===== src/rtl/conv33_window_sink_if.sv =====
// conv33_window_sink_if: sum input stream and queued result output stream of the window sink.
interface conv33_window_sink_if #(parameter int WIDTH = 16);
  logic             in_valid;
  logic [WIDTH-1:0] in_data;
  logic             in_ready;
  logic             out_valid;
  logic             out_ready;
  logic [WIDTH-1:0] out_data;
  logic             out_last;
  modport master(output in_valid, in_data, out_ready, input in_ready, out_valid, out_data, out_last);
  modport slave(input in_valid, in_data, out_ready, output in_ready, out_valid, out_data, out_last);
endinterface


===== src/rtl/conv33_window_sink.sv =====
// conv33_window_sink: drops border-window stencil sums, scales and queues the rest with a frame tag.
module conv33_window_sink #(
  parameter int WIDTH = 16,
  parameter int IMG_W = 64,
  parameter int IMG_H = 64,
  parameter int DEPTH = 4,
  parameter int SHIFT = 0
) (
  input  logic                clk,
  input  logic                reset,
  conv33_window_sink_if.slave bus,
  output logic                frame_done
);
  localparam int XW = $clog2(IMG_W);
  localparam int YW = $clog2(IMG_H);
  localparam int AW = $clog2(DEPTH);
  logic [XW-1:0]    x;
  logic [YW-1:0]    y;
  logic [AW:0]      cnt, cnt_n;
  logic [AW-1:0]    wp, rp, rp1;
  logic [WIDTH-1:0] mem_data [DEPTH];
  logic             mem_last [DEPTH];
  logic             acc, push, pop, x_end, y_end, last;
  logic [WIDTH-1:0] sdata;
  assign bus.in_ready = cnt < (AW+1)'(DEPTH);
  assign acc   = bus.in_valid && bus.in_ready;
  assign x_end = x == XW'(IMG_W - 1);
  assign y_end = y == YW'(IMG_H - 1);
  assign last  = x_end && y_end;
  assign push  = acc && x >= XW'(2) && y >= YW'(2);
  assign pop   = bus.out_valid && bus.out_ready;
  assign sdata = bus.in_data >> SHIFT;
  assign rp1   = rp + 1'b1;
  assign cnt_n = cnt + (AW+1)'(push) - (AW+1)'(pop);
  always_ff @(posedge clk or posedge reset) begin
    if (reset) begin
      x <= '0;
      y <= '0;
    end else if (acc) begin
      x <= x_end ? '0 : x + 1'b1;
      y <= x_end ? (y_end ? '0 : y + 1'b1) : y;
    end
  end
  always_ff @(posedge clk) begin
    if (push) begin
      mem_data[wp] <= sdata;
      mem_last[wp] <= last;
    end
  end
  // The output register is a copy of the head slot, refreshed only when the head changes.
  always_ff @(posedge clk or posedge reset) begin
    if (reset) begin
      cnt           <= '0;
      wp            <= '0;
      rp            <= '0;
      bus.out_valid <= 1'b0;
      bus.out_data  <= '0;
      bus.out_last  <= 1'b0;
      frame_done    <= 1'b0;
    end else begin
      cnt           <= cnt_n;
      wp            <= wp + AW'(push);
      rp            <= rp + AW'(pop);
      bus.out_valid <= cnt_n != '0;
      frame_done    <= acc && last;
      if (pop && cnt > (AW+1)'(1)) begin
        bus.out_data <= mem_data[rp1];
        bus.out_last <= mem_last[rp1];
      end else if (push && cnt == (AW+1)'(pop)) begin
        bus.out_data <= sdata;
        bus.out_last <= last;
      end
    end
  end
endmodule

===== src/flat_wrapper.sv =====
// flat-port wrapper written by rule: the top's interface ports become plain ports
module conv33_window_sink_flat 
#(
  parameter int WIDTH = 16,
  parameter int IMG_W = 64,
  parameter int IMG_H = 64,
  parameter int DEPTH = 4,
  parameter int SHIFT = 0
)
  (clk, reset, frame_done, bus_in_valid, bus_in_data, bus_out_ready, bus_in_ready, bus_out_valid, bus_out_data, bus_out_last);
  conv33_window_sink_if #(.WIDTH(WIDTH)) bus_i ();
  input  logic clk;
  input  logic reset;
  output logic frame_done;
  input wire logic [$bits(bus_i.in_valid)-1:0] bus_in_valid;
  input wire logic [$bits(bus_i.in_data)-1:0] bus_in_data;
  input wire logic [$bits(bus_i.out_ready)-1:0] bus_out_ready;
  output wire logic [$bits(bus_i.in_ready)-1:0] bus_in_ready;
  output wire logic [$bits(bus_i.out_valid)-1:0] bus_out_valid;
  output wire logic [$bits(bus_i.out_data)-1:0] bus_out_data;
  output wire logic [$bits(bus_i.out_last)-1:0] bus_out_last;
  assign bus_i.in_valid = bus_in_valid;
  assign bus_i.in_data = bus_in_data;
  assign bus_i.out_ready = bus_out_ready;
  assign bus_in_ready = bus_i.in_ready;
  assign bus_out_valid = bus_i.out_valid;
  assign bus_out_data = bus_i.out_data;
  assign bus_out_last = bus_i.out_last;
  conv33_window_sink #(.WIDTH(WIDTH), .IMG_W(IMG_W), .IMG_H(IMG_H), .DEPTH(DEPTH), .SHIFT(SHIFT)) u_core (.clk(clk), .reset(reset), .bus(bus_i), .frame_done(frame_done));
endmodule

===== config.mk =====
export PLATFORM = sky130hd
export DESIGN_NAME = conv33_window_sink_flat
export DESIGN_NICKNAME = d
export VERILOG_FILES = /design/src/rtl/conv33_window_sink_if.sv /design/src/rtl/conv33_window_sink.sv /design/src/flat_wrapper.sv
export SDC_FILE = /design/constraint.sdc
export NUM_CORES = 1
export LEC_CHECK = 0
export ABC_AREA = 1
export BUFFER_PORTS_ARGS = -buffer_cell sky130_fd_sc_hd__clkbuf_2
export CAP_MARGIN = 20
export CORE_ASPECT_RATIO = 1.4
export CORE_MARGIN = 3
export CORE_UTILIZATION = 49
export CTS_CLUSTER_DIAMETER = 60
export DETAILED_ROUTE_END_ITERATION = 12
export GPL_TIMING_DRIVEN = 0
export HOLD_SLACK_MARGIN = 0.12
export PLACE_DENSITY = 0.67
export SETUP_SLACK_MARGIN = 0.3
export SKIP_LAST_GASP = 1
export SYNTH_ARGS = -nofsm -noshare
export SYNTH_HDL_FRONTEND = slang
export SYNTH_SLANG_ARGS = --single-unit

===== constraint.sdc =====
create_clock -name clk -period 3.9 [get_ports clk]
set_clock_uncertainty 0.2 [all_clocks]
set_input_delay 0.195 -clock clk [delete_from_list [all_inputs] [get_ports clk]]
set_output_delay 0.195 -clock clk [all_outputs]
set_load 0.05 [all_outputs]

==> results of run 1 <==
==> final cells by class <==
cell class                 count  area share, %
tap                          107           2.38
clock buffer                  10           4.07
clock inverter                 6          0.757
buffer                        14           1.60
timing repair buffer          63           7.92
sequential                   106           53.2
inverter                      26           1.76
multi-input combinational    345           28.3
==> worst max-delay path, cell delays in order (launching register included) <==
cell	delay, ns
dfrtp_1	0.37
inv_1	0.08
ha_1	0.20
nor2_1	0.10
nand3_1	0.17
nand3_1	0.28
inv_1	0.11
ha_1	0.21
fa_1	0.45
or3_1	0.39
==> path summary, 6_finish.rpt <==
| kind | slack (ns) | depth (start not counted) | startpoint | to |
|---|---|---|---|---|
| worst max-delay path | 1.21 | 9 | u_core.y[0] | u_core.bus.out_valid |
| worst min-delay path | 0.31 | 2 | u_core.bus.out_data[0] | u_core.bus.out_data[0] |
| worst max register to register | 1.21 | 9 | u_core.y[0] | u_core.bus.out_valid |
| worst min register to register | 0.31 | 2 | u_core.bus.out_data[0] | u_core.bus.out_data[0] |
| max in group asynchronous | 2.58 | 3 | reset | u_core.bus.out_data[10] |
| min in group asynchronous | 0.37 | 3 | reset | u_core.bus.out_data[3] |
==> registers in the layout, summed over array words and instances (netlist names) <==
register / count
u_core.mem_data: 64
u_core.bus.out_data: 16
u_core.x: 6
u_core.y: 6
u_core.mem_last: 4
u_core.cnt: 3
u_core.rp: 2
u_core.wp: 2
u_core.bus.out_last: 1
u_core.bus.out_valid: 1
u_core.frame_done: 1
==> metal layers <==
| metal | GRT usage (%) | vias to the layer above | wire (µm) |
|---|---|---|---|
| met5 | 0 | - | 0 |
| met4 | 9.50 | 0 | 281 |
| met2 | 35.2 | 78 | 5250 |
| li1 | - | 1729 | - |
| met1 | 24.3 | 1635 | 4290 |
| met3 | 3.76 | 17 | 363 |
==> repair_timing <==
| item | CTS | global route |
|---|---|---|
| hold buffers | 19 | 0 |
| endpoints found under the hold margin | 123 | 0 |
| setup buffers | 0 | 0 |
==> cells in the mapped netlist, types with 2 or more instances <==
| cell | n | area [µm²] |
|---|---|---|
| nand3_1 | 26 | 130 |
| buf_2 | 9 | 45.0 |
| nand2_1 | 260 | 976 |
| ha_1 | 10 | 125 |
| o21ai_0 | 4 | 20.0 |
| inv_2 | 4 | 15.0 |
| buf_6 | 3 | 33.8 |
| inv_1 | 21 | 78.8 |
| nor2_1 | 16 | 60.1 |
| nand2_4 | 3 | 33.8 |
| xor2_1 | 5 | 43.8 |
| nor3_1 | 7 | 35.0 |
| xnor2_1 | 3 | 26.3 |
| edfxtp_1 | 68 | 2040 |
| a21oi_1 | 2 | 10.0 |
| dfrtp_1 | 38 | 951 |
==> logic make-up (layout without fill, tap and decap cells) <==
kind of cell | count (synthesis) | in the layout | share of synthesized area [%]
AND/OR/NAND/NOR | 319 | 319 | 27.7
flip-flops | 106 | 106 | 63.0
buffers and inverters | 40 | 119 | 3.98
adder cells (fa/ha/maj) | 11 | 11 | 3.05
XOR/XNOR | 8 | 8 | 1.47
AO/OA/AOI/OAI | 7 | 7 | 0.790
==> power breakdown <==
group	switching, mW	internal, mW	leakage (nW)
Combinational	1.29	0.538	1.44
Clock	0.402	0.434	0.129
Sequential	0.144	1.47	1.09
Total	1.83	2.44	2.65
==> summary.md, run 1 <==
| Metric | Value |
|---|---|
| Layout cell share with drive strength beyond 1 | `16.0%` |
| Crit share post-route | `68.9%` |
| Setup crit end kind | `register` |
| RePlAce Congestion | `0.760` |
| Final core occ | `60.9%` |
| CP arrival | `2.71 ns` |
| DRT iter0 DRCs | `175` |
| Pleak | `2.65 nW` |
| Largest net degree at the start of global routing | `39` |
| Setup TNS | `0 ns` |
| Fin area | `5620 µm²` |
| Mapped Area | `4750 µm²` |
| IO Pins | `40` |
| Total Power | `4.27 mW` |
| Net count after synthesis | `522` |
| Number of global-route vias before repair | `3,537` |
| Vias | `3,459` |
| Clk_lat worst skew | `0.35 ns` |
| Core Box Area | `9230 µm²` |
| Worst slack, placed | `1.20 ns` |
| Crit Path Class | `reg -> reg` |
| Die ar. | `10,900 µm²` |
| Slew headroom | `35.4%` |
| # setup viols final | `0` |
| Fillers | `762` |
| Area growth from synthesis to layout | `18.3%` |
| Average wire per standard cell | `15.1 µm` |
| Commonest non-fill, non-tap cells in the layout | `nand2_1, edfxtp_1, clkbuf_2` |
| Placed cell areas | `5160 µm²` |
| PwrDens | `760 nW/µm²` |
| Multi-input gate area | `1590 µm²` |
| Fmax achieved | `372 MHz` |
| Ys async rst share | `35.8%` |
| Endpoints failing hold | `0` |
| Post-cts resize count | `0` |
| DR vias/cell | `5.11` |
| Total wire length | `10,200 µm` |
| Total GRT Usage | `20.5%` |
| Post-layout min period | `2.69 ns` |
| Seq. cell area | `2990 µm²` |
| Yosys cell types | `28` |
| Syn Inst Count | `491` |
| Die height | `123 µm` |
| Max-slew violation count | `0` |
| Antenna violations before repair | `0` |
| Unrepaired setup endpoints after global routing | `no` |
| CTS tree | `yes` |
| Initial core utilization | `51.5%` |
| Min Hold Slack | `0.308 ns` |
| WP data required | `3.93 ns` |
| First-pass GRT wire length | `16,700 µm` |
| I/O Buffers | `39` |
| Synthesis Warnings | `0` |
| Worst-path clk slew | `0.07 ns` |
| Clock tree buffer depth | `2` |
| Max_cap viols | `0` |
| H-Tree Depth | `3` |
| Commonest non-fill, non-tap cell in the layout | `nand2_1` |
| Clk sink count | `106` |
| Status | `completed` |
| DRC | `0` |
| Startpoint types | `register` |
| Total gr overflow | `0` |
| Syn avg cell area | `9.68 µm²` |
| DRT Pass-1 Iters | `4` |
| Peak supply drop | `0.489 mV` |
| Final net count | `596` |
| Number of synthesized register bits | `106` |
| Slew @ Worst Pin | `0.964 ns` |
| Min-Delay Path Class | `reg -> reg` |
| Critical-path maximum fanout | `5` |
| DPL Wire Length | `6950 µm` |
| Final WS setup | `1.21 ns` |
| Root buffer cell | `clkbuf_16` |
| Row cnt | `41` |
| Post-Place Cells | `642` |
| Clock buffer count from CTS | `9` |
| Finished Layout Cells | `677` |
| Post-route ant nets | `0` |
| Die width | `89.2 µm` |
| Sequential fraction of the synthesis area | `63.0%` |
| Ant. Diodes | `0` |
| Post-synth top flop | `edfxtp_1` |
| EDFF count, synth | `68` |
Note: power is estimated with default switching activity, not from simulation.
==> run 2, diff against run 1 <==
==> constraint.sdc (replaced) <==
create_clock -name clk -period 2.55 [get_ports clk]
set_clock_uncertainty 0.2 [all_clocks]
set_input_delay 0.1275 -clock clk [delete_from_list [all_inputs] [get_ports clk]]
set_output_delay 0.1275 -clock clk [all_outputs]
set_load 0.05 [all_outputs]
==> run 2 against run 1 <==
Via count rose by 2.8%. Final cell count rose by 1.9%. Core utilization rose by 2.2 points. Die area did not move. Clock power rose by 60%. Non-clock buffer count rose by 13. Routed wire length rose by 4.2%. Worst hold slack got worse by 0.18 ns. Combinational power rose by 64%. Global-route usage rose by 0.42 points. Clock-buffer cell count fell by 1. Largest cell class unchanged. Highest routed layer unchanged.
==> summary.md, run 2 (synthesis results as in run 1) <==
| Metric | Value |
|---|---|
| Status | `completed` |
| Worst-path clk slew | `0.07 ns` |
| Die height | `123 µm` |
| DPL Wire Length | `6780 µm` |
| Largest regs | `u_core.mem_data x64, u_core.bus.out_data x16` |
| Area growth from synthesis to layout | `22.7%` |
| CP arrival | `2.39 ns` |
| Die width | `89.2 µm` |
| DRC | `0` |
| Setup crit end kind | `register` |
| Ant. Diodes | `0` |
| Pint | `3.93 mW` |
| Setup TNS | `0 ns` |
| Number of global-route vias before repair | `3,544` |
| Final WS setup | `0.181 ns` |
| Critical-path maximum fanout | `3` |
| Clk_lat worst skew | `0.35 ns` |
| Die ar. | `10,900 µm²` |
| Total wire length | `10,600 µm` |
| Initial core utilization | `51.5%` |
| Layout cell share with drive strength beyond 1 | `19.7%` |
| IO Pins | `40` |
| WP data required | `2.57 ns` |
| # setup viols final | `0` |
| CTS tree | `yes` |
| Flop pwr share | `36.4%` |
| DRT iter0 DRCs | `234` |
| Slew @ Worst Pin | `0.887 ns` |
| Core Box Area | `9230 µm²` |
| Endpoints failing hold | `0` |
| Worst slack, placed | `0.0278 ns` |
| Root buffer cell | `clkbuf_16` |
| Post-route ant nets | `0` |
| Startpoint types | `register` |
| Sw Share | `42.3%` |
| NetSw | `2.89 mW` |
| PwrDens | `1170 nW/µm²` |
| Logic pwr share | `43.9%` |
| Total gr overflow | `0` |
| Min-Delay Path Class | `in -> reg` |
| Final net count | `609` |
| Commonest non-fill, non-tap cell in the layout | `nand2_1` |
| I/O Buffers | `39` |
| Average wire per standard cell | `15.4 µm` |
| Unrepaired setup endpoints after global routing | `yes` |
| Pleak | `2.75 nW` |
| Finished Layout Cells | `690` |
| Commonest non-fill, non-tap cells in the layout | `nand2_1, edfxtp_1, clkbuf_2` |
| H-Tree Depth | `3` |
| Row cnt | `41` |
| RePlAce Congestion | `0.777` |
| DRT Pass-1 Iters | `4` |
| Clk pwr share | `19.7%` |
| Largest net degree at the start of global routing | `39` |
| Clock buffer count from CTS | `9` |
| Max_cap viols | `0` |
| Post-layout min period | `2.37 ns` |
| Fillers | `744` |
| Peak supply drop | `0.892 mV` |
| Min Hold Slack | `0.131 ns` |
| Crit Path Class | `reg -> reg` |
| Clock tree buffer depth | `2` |
| Most flops, register | `u_core.mem_data` |
| Total GRT Usage | `20.9%` |
| Antenna violations before repair | `0` |
| Largest register FFs | `64` |
| Post-Place Cells | `638` |
| Clk sink count | `106` |
| First-pass GRT wire length | `17,000 µm` |
| Vias | `3,555` |
| Slew headroom | `40.7%` |
| Fmax achieved | `422 MHz` |
| DR vias/cell | `5.15` |
| Crit share post-route | `92.9%` |
| Max-slew violation count | `0` |
## run 2: cell count changes in the layout (fill, tap and decap cells not counted), sizes merged
cell      change
inv           -1
bufinv        +1
clkinv        +3
buf          +13
clkinvlp      -2
clkbuf        -1
## run 2: layout make-up
type / count / area [µm²] / share of cell area, %
Buffer: 14 / 90.1 / 1.55
Timing Repair Buffer: 76 / 566 / 9.70
Inverter: 26 / 98.8 / 1.70
Clock buffer: 9 / 225 / 3.86
Tap cell: 107 / 134 / 2.30
Sequential cell: 106 / 2990 / 51.4
Multi-Input combinational cell: 345 / 1660 / 28.5
Clock inverter: 7 / 60.1 / 1.03
## run 2: final timing paths
check | from | end | slack, ns | cells past startpoint
worst max-delay path | u_core.x[0] | u_core.bus.out_valid | 0.18 | 10
worst min register to register | u_core.bus.out_data[9] | u_core.bus.out_data[9] | 0.31 | 2
worst min-delay path | bus_in_valid | u_core.y[1] | 0.13 | 5
worst max register to register | u_core.x[0] | u_core.bus.out_valid | 0.18 | 10
max in group asynchronous | reset | u_core.bus.out_valid | 1.23 | 3
min in group asynchronous | reset | u_core.y[2] | 0.31 | 3
## run 2: critical path, cell delays in order (launching register included)
cell     delay (ns)
dfrtp_1        0.38
inv_2          0.06
ha_1           0.19
nor2_1         0.13
nand3_2        0.12
nand3_4        0.14
inv_2          0.05
ha_2           0.17
fa_2           0.33
xnor2_1        0.15
or3_1          0.32
## run 2: timing repair
| item | in CTS | in global routing |
|---|---|---|
| hold buffers | 19 | 0 |
| endpoints found under the setup margin | 52 | 20 |
| pin swaps | 3 | 3 |
| setup buffers | 9 | 8 |
| hold endpoints to repair | 125 | 0 |
| gates resized for setup | 0 | 2 |
## run 2: metrics by stage
stage	cell area, µm²	util, %	power (mW)
detailed placement	5180	56.1	5.35
finish	5830	63.1	6.82
CTS	5760	62.4	6.80
global route	5830	63.1	7.27
global placement	5140	55.7	5.22
floorplan	4810	-	4.56
## run 2: per-layer routing
layer / global-route usage [%] / part of all wire (%) / vias to the layer above
met4: 11.0 / 2.6 / 0
met3: 2.69 / 3.9 / 19
met1: 25.5 / 42 / 1698
li1: - / - / 1750
met5: 0 / 0 / -
met2: 35.5 / 52 / 88
## run 2: power groups by stage
| stage | Combinational (mW) | Clock [mW] | Sequential (mW) |
|---|---|---|---|
| floorplan | 1.65 | 0 | 2.91 |
| global placement | 2.73 | 0 | 2.49 |
| detailed placement | 2.83 | 0 | 2.52 |
| CTS | 2.95 | 1.36 | 2.49 |
| global route | 3.33 | 1.42 | 2.53 |
| finish | 2.99 | 1.34 | 2.48 |
==> run 3, diff against run 2 <==
--- a/config.mk
+++ b/config.mk
@@ -16,6 +16,7 @@
 export GPL_TIMING_DRIVEN = 0
 export HOLD_SLACK_MARGIN = 0.12
 export PLACE_DENSITY = 0.67
+export REMOVE_ABC_BUFFERS = 1
 export SETUP_SLACK_MARGIN = 0.3
 export SKIP_LAST_GASP = 1
 export SYNTH_ARGS = -nofsm -noshare
==> run 3 against run 2 <==
Critical endpoint unchanged. Global-route usage down 1.3 points. Sequential cell count unchanged. Highest routed layer unchanged. Worst setup slack better by 0.024 ns. Core utilization up 0.72 points. First-iteration DRC count down 11%. Clock power down 5%. Routed wire length down 4.4%. Clock-buffer cell count up 1. Combinational power down 4%. Sequential power up 2%. Critical path depth down 1.
==> summary.md, run 3 (synthesis results as in run 1) <==
| Metric | Value |
|---|---|
| Row cnt | `41` |
| Antenna violations before repair | `0` |
| Clk_lat worst skew | `0.35 ns` |
| Layout cell share with drive strength beyond 1 | `20.4%` |
| First-pass GRT wire length | `15,700 µm` |
| Area growth from synthesis to layout | `24.1%` |
| Hold_sp | `bus_in_valid` |
| Commonest non-fill, non-tap cell in the layout | `nand2_1` |
| Setup crit end kind | `register` |
| Status | `completed` |
| WP data required | `2.58 ns` |
| Startpoint types | `register` |
| RePlAce Congestion | `0.816` |
| Die ar. | `10,900 µm²` |
| Pint | `3.82 mW` |
| I/O Buffers | `39` |
| Final net count | `609` |
| Hold EP | `u_core.y[1]` |
| DPL Wire Length | `5900 µm` |
| Worst hold path stage count | `5` |
| Ant. Diodes | `0` |
| Worst R2R Setup Slack | `0.20 ns` |
| Setup TNS | `0 ns` |
| Min Hold Slack | `0.163 ns` |
| Global Route met1 Usage | `23.4%` |
| DR vias/cell | `5.04` |
| Largest register FFs | `64` |
| Min-Delay Path Class | `in -> reg` |
| Total wire length | `10,100 µm` |
| Critical-path maximum fanout | `3` |
| # setup viols final | `0` |
| Clock buffer count from CTS | `9` |
| Logic pwr share | `43.1%` |
| H-Tree Depth | `3` |
| PwrDens | `1130 nW/µm²` |
| Flop pwr share | `37.9%` |
| Total Power | `6.68 mW` |
| Unrepaired setup endpoints after global routing | `yes` |
| Worst Setup SP | `u_core.y[1]` |
| Slew @ Worst Pin | `0.883 ns` |
| Gr busiest metal | `met2` |
| CTS tree | `yes` |
| Clock tree buffer depth | `2` |
| Crit Path Class | `reg -> reg` |
| Worst r2r path cells | `9` |
| Average wire per standard cell | `14.7 µm` |
| Worst r2r src | `u_core.y[1]` |
| Met2 Use GR | `33.1%` |
| Slew headroom | `41.0%` |
| Number of global-route vias before repair | `3,236` |
| CP arrival | `2.37 ns` |
| Vias | `3,479` |
| Root buffer cell | `clkbuf_16` |
| Most flops, register | `u_core.mem_data` |
| IO Pins | `40` |
| Post-layout min period | `2.35 ns` |
| Commonest non-fill, non-tap cells in the layout | `nand2_1, edfxtp_1, clkbuf_2` |
| R2R Path End | `u_core.bus.out_valid` |
| Max_cap viols | `0` |
| Largest net degree at the start of global routing | `39` |
| Sw Share | `42.8%` |
| Fmax achieved | `426 MHz` |
| Clk sink count | `106` |
| DRC | `0` |
| Total GRT Usage | `19.6%` |
| Largest regs | `u_core.mem_data x64, u_core.bus.out_data x16` |
| Pleak | `2.75 nW` |
| Core Box Area | `9230 µm²` |
| Clk pwr share | `19.0%` |
| Total gr overflow | `0` |
| Peak supply drop | `0.806 mV` |
| Post-route ant nets | `0` |
| Endpoints failing hold | `0` |
| Max-slew violation count | `0` |
| DRT iter0 DRCs | `209` |
| GRT met3 Usage | `3.36%` |
| Final core occ | `63.9%` |
| Worst-path clk slew | `0.07 ns` |
| DRT Pass-1 Iters | `4` |
| Die width | `89.2 µm` |
| NetSw | `2.86 mW` |
| Die height | `123 µm` |
| Initial core utilization | `51.5%` |
| Crit share post-route | `92.0%` |
==> run 3: layer usage <==
metal | part of all wire (%) | routed length [µm]
met1 | 40 | 4110
met2 | 54 | 5470
met3 | 3.6 | 365
met4 | 2.0 | 207
met5 | 0 | 0
==> run 3: worst max-delay path by stage <==
stage	slack, ns	cells past startpoint	to
final	0.20	9	u_core.bus.out_valid
after global routing	0.11	10	u_core.bus.out_valid
after CTS	0.21	10	u_core.bus.out_valid
after detailed placement	-0.24	9	u_core.bus.out_last
after global placement	-1.23	6	u_core.mem_data[3][0]
after floorplan	-0.22	6	u_core.mem_data[0][0]
==> run 3: cell type report <==
cell class              count  area, µm²
repair buffers             90        667
well taps                 107        134
inverters                  26        110
clock buffers              10        229
multi-input cells         345       1720
flip-flops and latches    106       3000
clock inverters             6       43.8
fillers                   734       3340
==> run 3: stage by stage <==
step / setup WS (ns) / area [µm²] / instances
after CTS: 0.214 / 5680 / 674
after detailed placement: -0.237 / 5080 / 629
final: 0.205 / 5900 / 690
after global placement: -1.23 / 4990 / 623
after global routing: 0.107 / 5900 / 690
after floorplan: -0.221 / 4660 / 477
==> run 3: repair_timing <==
item / CTS / global route
setup endpoints to repair: 83 / 58
buffers inserted: 10 / 16
hold buffers: 19 / 0
pin swaps: 6 / 11
gates resized for setup: 16 / 17
endpoints found under the hold margin: 125 / 0
gates cloned: 0 / 0
==> run 3: power by group through the flow <==
stage	logic (mW)	registers (mW)	clock network (mW)
after detailed placement	2.57	2.54	0
after global placement	2.45	2.54	0
after CTS	2.74	2.51	1.30
after global routing	3.23	2.58	1.36
final	2.88	2.53	1.27
after floorplan	1.43	2.93	0
==> run 3: critical path, cell delays in order, from the launching register on <==
cell and delay (ns):
dfrtp_1 0.41, ha_4 0.18, nor2_4 0.13, nand3_4 0.10
nand3_4 0.11, inv_4 0.05, ha_4 0.15, fa_2 0.37
xnor2_2 0.15, or3_1 0.37
